==> config.mk <==
export PLATFORM = sky130hd
export DESIGN_NAME = beat_sequencer
export DESIGN_NICKNAME = d
export VERILOG_FILES = /design/src/rtl/beat_pkg.sv /design/src/rtl/beat_sequencer_qd_sync_edge.sv /design/src/rtl/beat_sequencer.sv
export SDC_FILE = /design/constraint.sdc
export NUM_CORES = 1
export LEC_CHECK = 0
export ABC_AREA = 1
export CAP_MARGIN = 20
export CORE_MARGIN = 5
export CORE_UTILIZATION = 50
export DETAILED_ROUTE_END_ITERATION = 8
export GPL_TIMING_DRIVEN = 0
export PLACE_DENSITY = 0.85
export SLEW_MARGIN = 5
export SYNTH_ARGS = -nofsm -noshare
export SYNTH_HDL_FRONTEND = slang
export SYNTH_SLANG_ARGS = --single-unit
==> constraint.sdc <==
create_clock -name CLK -period 1.6 [get_ports CLK]
set_clock_uncertainty 0.1 [all_clocks]
set_input_delay 0.48 -clock CLK [delete_from_list [all_inputs] [get_ports CLK]]
set_output_delay 0.48 -clock CLK [all_outputs]
set_load 0.01 [all_outputs]
==> src/rtl/beat_pkg.sv <==
// Shared encodings for the beat sequencer: beat/phase one-hots, console phases
// and switch modes, plus the console-phase advance rule applied when a run ends.
package beat_pkg;

  localparam logic [2:0] BEAT_W1 = 3'b001;
  localparam logic [2:0] BEAT_W2 = 3'b010;
  localparam logic [2:0] BEAT_W3 = 3'b100;

  localparam logic [2:0] TPH_IDLE = 3'b000;
  localparam logic [2:0] TPH_T1   = 3'b001;
  localparam logic [2:0] TPH_T2   = 3'b010;
  localparam logic [2:0] TPH_T3   = 3'b100;

  localparam logic [2:0] MODE_RUN  = 3'b000;
  localparam logic [2:0] MODE_WMEM = 3'b001;
  localparam logic [2:0] MODE_RMEM = 3'b010;
  localparam logic [2:0] MODE_RREG = 3'b011;
  localparam logic [2:0] MODE_WREG = 3'b100;

  typedef enum logic [1:0] {
    P0 = 2'd0,
    P1 = 2'd1,
    P2 = 2'd2
  } phase_e;

  // Register writes step one phase per run; memory/run modes jump straight to P2.
  function automatic phase_e phase_after_run(input logic [2:0] mode, input phase_e cur);
    case (mode)
      MODE_WREG:                     return (cur == P0) ? P1 : P2;
      MODE_RUN, MODE_WMEM, MODE_RMEM: return P2;
      default:                       return cur;
    endcase
  endfunction

endpackage

==> src/rtl/beat_sequencer_qd_sync_edge.sv <==
// Synchronises the asynchronous QD pushbutton and emits a one-clock pulse on
// each synchronised rising edge.
module qd_sync_edge #(
  parameter int unsigned SYNC_STAGES = 2
) (
  input  logic clk,
  input  logic clr_n,
  input  logic async_in,
  output logic rise
);

  logic [SYNC_STAGES-1:0] sync_q, sync_d;
  logic                   prev_q, prev_d;

  always_comb begin
    sync_d = {sync_q[SYNC_STAGES-2:0], async_in};
    prev_d = sync_q[SYNC_STAGES-1];
  end

  always_ff @(posedge clk or negedge clr_n) begin
    if (!clr_n) begin
      sync_q <= '0;
      prev_q <= 1'b0;
    end else begin
      sync_q <= sync_d;
      prev_q <= prev_d;
    end
  end

  assign rise = sync_q[SYNC_STAGES-1] & ~prev_q;

endmodule

==> src/rtl/beat_sequencer.sv <==
// Master timing sequencer: QD start, T1/T2/T3 phase ring, W1/W2/W3 beats,
// latched console switches and SSTO/STO console phase flags.
module beat_sequencer
  import beat_pkg::*;
#(
  parameter int unsigned SYNC_STAGES = 2,
  parameter int unsigned CNT_W       = 16
) (
  input  logic             CLK,
  input  logic             CLR,
  input  logic             QD,
  input  logic             DP,
  input  logic             SHORT,
  input  logic             LONG,
  input  logic             STOP,
  input  logic             RSWC,
  input  logic             RSWB,
  input  logic             RSWA,
  output logic             T1,
  output logic             T2,
  output logic             T3,
  output logic             W1,
  output logic             W2,
  output logic             W3,
  output logic             RUN,
  output logic             SWC,
  output logic             SWB,
  output logic             SWA,
  output logic             SSTO,
  output logic             STO,
  output logic [CNT_W-1:0] BEATCNT
);

  logic             qd_rise;
  logic             start;
  logic [2:0]       rsw;
  logic [2:0]       w_q, w_d;
  logic [2:0]       t_q, t_d;
  logic [2:0]       sw_q, sw_d;
  logic             run_q, run_d;
  phase_e           phase_q, phase_d;
  logic [CNT_W-1:0] cnt_q, cnt_d;

  qd_sync_edge #(.SYNC_STAGES(SYNC_STAGES)) u_qd_sync (
    .clk      (CLK),
    .clr_n    (CLR),
    .async_in (QD),
    .rise     (qd_rise)
  );

  assign rsw   = {RSWC, RSWB, RSWA};
  assign start = qd_rise & ~run_q;

  always_comb begin
    w_d     = w_q;
    t_d     = t_q;
    sw_d    = sw_q;
    run_d   = run_q;
    phase_d = phase_q;
    cnt_d   = cnt_q;
    if (start) begin
      sw_d  = rsw;
      run_d = 1'b1;
      w_d   = BEAT_W1;
      t_d   = TPH_T1;
      if (rsw != sw_q) phase_d = P0;
    end else if (run_q) begin
      case (t_q)
        TPH_T1: t_d = TPH_T2;
        TPH_T2: t_d = TPH_T3;
        TPH_T3: begin
          cnt_d = cnt_q + CNT_W'(1);
          // STOP/DP override SHORT/LONG and park the beat register on W1.
          if (STOP || DP) begin
            run_d   = 1'b0;
            t_d     = TPH_IDLE;
            w_d     = BEAT_W1;
            phase_d = phase_after_run(sw_q, phase_q);
          end else begin
            t_d = TPH_T1;
            case (w_q)
              BEAT_W1: w_d = SHORT ? BEAT_W1 : BEAT_W2;
              BEAT_W2: w_d = LONG  ? BEAT_W3 : BEAT_W1;
              default: w_d = BEAT_W1;
            endcase
          end
        end
        default: t_d = TPH_T1;
      endcase
    end
  end

  always_ff @(posedge CLK or negedge CLR) begin
    if (!CLR) begin
      w_q     <= BEAT_W1;
      t_q     <= TPH_IDLE;
      sw_q    <= '0;
      run_q   <= 1'b0;
      phase_q <= P0;
      cnt_q   <= '0;
    end else begin
      w_q     <= w_d;
      t_q     <= t_d;
      sw_q    <= sw_d;
      run_q   <= run_d;
      phase_q <= phase_d;
      cnt_q   <= cnt_d;
    end
  end

  assign {T3, T2, T1}    = t_q;
  assign {W3, W2, W1}    = w_q;
  assign RUN             = run_q;
  assign {SWC, SWB, SWA} = sw_q;
  assign SSTO            = (phase_q != P0);
  assign STO             = (phase_q == P2);
  assign BEATCNT         = cnt_q;

endmodule
==> results.json <==
{
  "status": "complete, but fails checks",
  "violations": "negative setup slack",
  "ys_ff_latch": 31,
  "clk_pin_slew_ns": 0.10,
  "fmax_ghz": 0.613,
  "worstMarginPinSlew_ns": 0.690,
  "first_global_vias": 1469,
  "synth_simple_gate_area_share": 0.381,
  "row_count": 21,
  "drt_iter0_markers": 132,
  "crit_chain": "buf_6 -> nor2_1 -> buf_2",
  "endpoint_kind": "output port",
  "cts_hold_buf": 0,
  "grt_max_degree": 32,
  "via_per_inst": 4.83,
  "clk_root_buffer_cell": "clkbuf_4",
  "pin_count": 38,
  "hold_viol": 0,
  "synth_area_um2": 1700,
  "vias": 1634,
  "grtUsageMet3": 0.0493,
  "placed_cells": 299,
  "synth_compound_area_frac": 0.0420,
  "required_ns": 1.02,
  "cts_max_path_buffers": 2,
  "drive_gt1_frac": 0.264,
  "die_area_um2": 4660,
  "numClockSinks": 31,
  "clock_latency_ns": 0.34,
  "htreeDepth": 2,
  "fin_total_pwr_w": 0.00304,
  "period_needed_ns": 1.63,
  "p_per_area_nw_per_um2": 1250,
  "start_util": 0.512,
  "die_w_um": 68.3,
  "peakVddDrop_v": 0.000746,
  "critPathMaxStageDelay_ns": 0.40,
  "antennaDiodeCount": 0,
  "synthAdderAreaFrac": 0.00737,
  "final_util": 0.735,
  "grt-busiest-layer": "met2",
  "syn_avg_cell_area_um2": 7.85,
  "yosys_warnings": 0,
  "drcViolationCount": 0,
  "syn_nets": 227,
  "routabilityCongestion": 0.889,
  "cts_made_buffers": 5,
  "synth_top_area_share": 0.442,
  "setup_viol": 1,
  "coreArea_um2": 3310,
  "wl_per_cell_um": 12.2,
  "synthTopCellsByArea": "dfrtp_1, nand2_1, inv_1, nor2_1, nor2_8",
  "slew_viol_final": 0,
  "instances_no_fill": 338,
  "synthesis.instances": 216,
  "antenna_found_initial": 0,
  "synthDistinctLibCells": 24,
  "drt_first_pass_iters": 4,
  "critical_path_class": "flip-flop to output port",
  "totalWireLength_mm": 4.12,
  "track_usage": 0.191,
  "synthToLayoutAreaGrowth_pct": 43.4,
  "holdCritPathClass": "input port to async pin",
  "fillerInstances": 252,
  "grt_use_met1": 0.243,
  "cp_max_fo": 2,
  "max_cap_violations": 0,
  "tritoncts": "done",
  "hpwlAfterDp_mm": 2.70,
  "grt_overflow": 0,
  "async_flop_share": 1.00,
  "ff2ff_path_depth": 9,
  "synth_commonest_cells": "nand2_1, dfrtp_1, inv_1",
  "grt_pass1_wl_mm": 6.51,
  "synthFlopType": "dfrtp_1",
  "io_buffers": 37,
  "rsz0062_at_grt": "yes",
  "synth-edff-count": 0,
  "startpoint_type": "flip-flop",
  "relSlewSlack": 0.540,
  "grt_util_met2": 0.309,
  "leakagePower_nw": 1.29,
  "fin_nets": 302,
  "cp_slowest_cell": "dfrtp_1",
  "synth_most_common_cell": "nand2_1",
  "synth_xor_area_frac": 0.0501,
  "synth_area_leader_cell": "dfrtp_1",
  "die_h_um": 68.3,
  "synth_mux_area_frac": 0,
  "setup_ws_ns": -0.0312,
  "ys_seq_area_frac": 0.458,
  "antenna_left": 0,
  "period_share": 1.02,
  "synth_top_family_by_area": "simple AND/OR/NAND/NOR gates",
  "cp.arrival_ns": 1.05
}
## path summary, 6_finish.rpt
| path | startpoint | end | slack (ns) |
|---|---|---|---|
| max in group asynchronous | CLR | BEATCNT[0]$_DFFE_PN0P_ | 0.83 |
| worst min-delay path | CLR | phase_q[1]$_DFFE_PN0P_ | 0.07 |
| worst max register to register | t_q[1]$_DFFE_PN0P_ | BEATCNT[11]$_DFFE_PN0P_ | 0.05 |
| min in group CLK | u_qd_sync.sync_q[0]$_DFF_PN0_ | u_qd_sync.sync_q[1]$_DFF_PN0_ | 0.27 |
| worst min register to register | u_qd_sync.sync_q[0]$_DFF_PN0_ | u_qd_sync.sync_q[1]$_DFF_PN0_ | 0.27 |
| worst max-delay path | phase_q[0]$_DFFE_PN0P_ | STO | -0.03 |
## layer usage
| layer | wire (um) | vias up |
|---|---|---|
| met5 | 0 | - |
| met3 | 254 | 6 |
| met2 | 2060 | 63 |
| li1 | - | 826 |
| met1 | 1750 | 739 |
| met4 | 60 | 0 |
## area by class of cell
| type | count | area (um^2) | area share |
|---|---|---|---|
| sequential | 31 | 781 | 0.321 |
| inverter | 26 | 97.6 | 0.0401 |
| buffer | 1 | 7.51 | 0.00308 |
| multi-input combinational | 158 | 837 | 0.344 |
| tap | 46 | 57.6 | 0.0237 |
| timing repair buffer | 68 | 567 | 0.233 |
| clock buffer | 6 | 51.3 | 0.0211 |
| clock inverter | 2 | 35.0 | 0.0144 |
## cells in the final DEF (no fill, tap or decap), types with 4 or more instances in the layout
cell             count
clkdlybuf4s50_1      8
inv_2                4
nand4_1              6
nor2_1              20
clkbuf_2             6
nand2_2              4
clkdlybuf4s15_1     19
nand3_1             11
o21ai_0              8
nand2_1             80
xnor2_1              4
dfrtp_1             27
inv_1               22
buf_4               30
clkbuf_4             5
## cells by family after synthesis
group / after synthesis
AOI/OAI and AO/OA: 13
xor gates and xnor gates: 8
adders and majority gates: 1
buffers and inverters: 27
DFF: 31
and+or+nand+nor: 136
## registers in the layout, indices dropped and copies added, names as in the netlist
signal            count
t_q                   3
u_qd_sync.prev_q      1
RUN                   1
u_qd_sync.sync_q      2
BEATCNT              16
w_q                   3
sw_q                  3
phase_q               2
## timing repair
item	in CTS	in global routing
setup endpoints to repair	28	32
cloned	0	0
pin swaps	1	6
resized for setup	56	26
buffers inserted	24	7
## power by group
part | switching, W | internal [W]
Sequential | 0.0000984 | 0.000951
Combinational | 0.000723 | 0.000633
Clock | 0.000269 | 0.000369
## per-stage QoR
| step | area [um^2] | TNS [ns] | hold WS, ns | worst slack, ns |
|---|---|---|---|---|
| after detailed placement | 2120 | -0.590 | 0.244 | -0.175 |
| after CTS | 2360 | -0.0749 | 0.0858 | -0.0418 |
| after floorplan | 1700 | 0 | 0.0844 | 0.125 |
| final | 2430 | -0.0312 | 0.0743 | -0.0312 |
| after global placement | 2120 | -19.65 | 0.233 | -0.630 |
| after global routing | 2430 | -0.196 | 0.122 | -0.0829 |
## critical path, delay by kind of cell (launching register included)
family,cells,cell delay (ns)
buffers and inverters,2,0.25
flip-flops,1,0.40
AND/OR/NAND/NOR,1,0.07
Note: power is estimated with default switching activity, not from simulation.
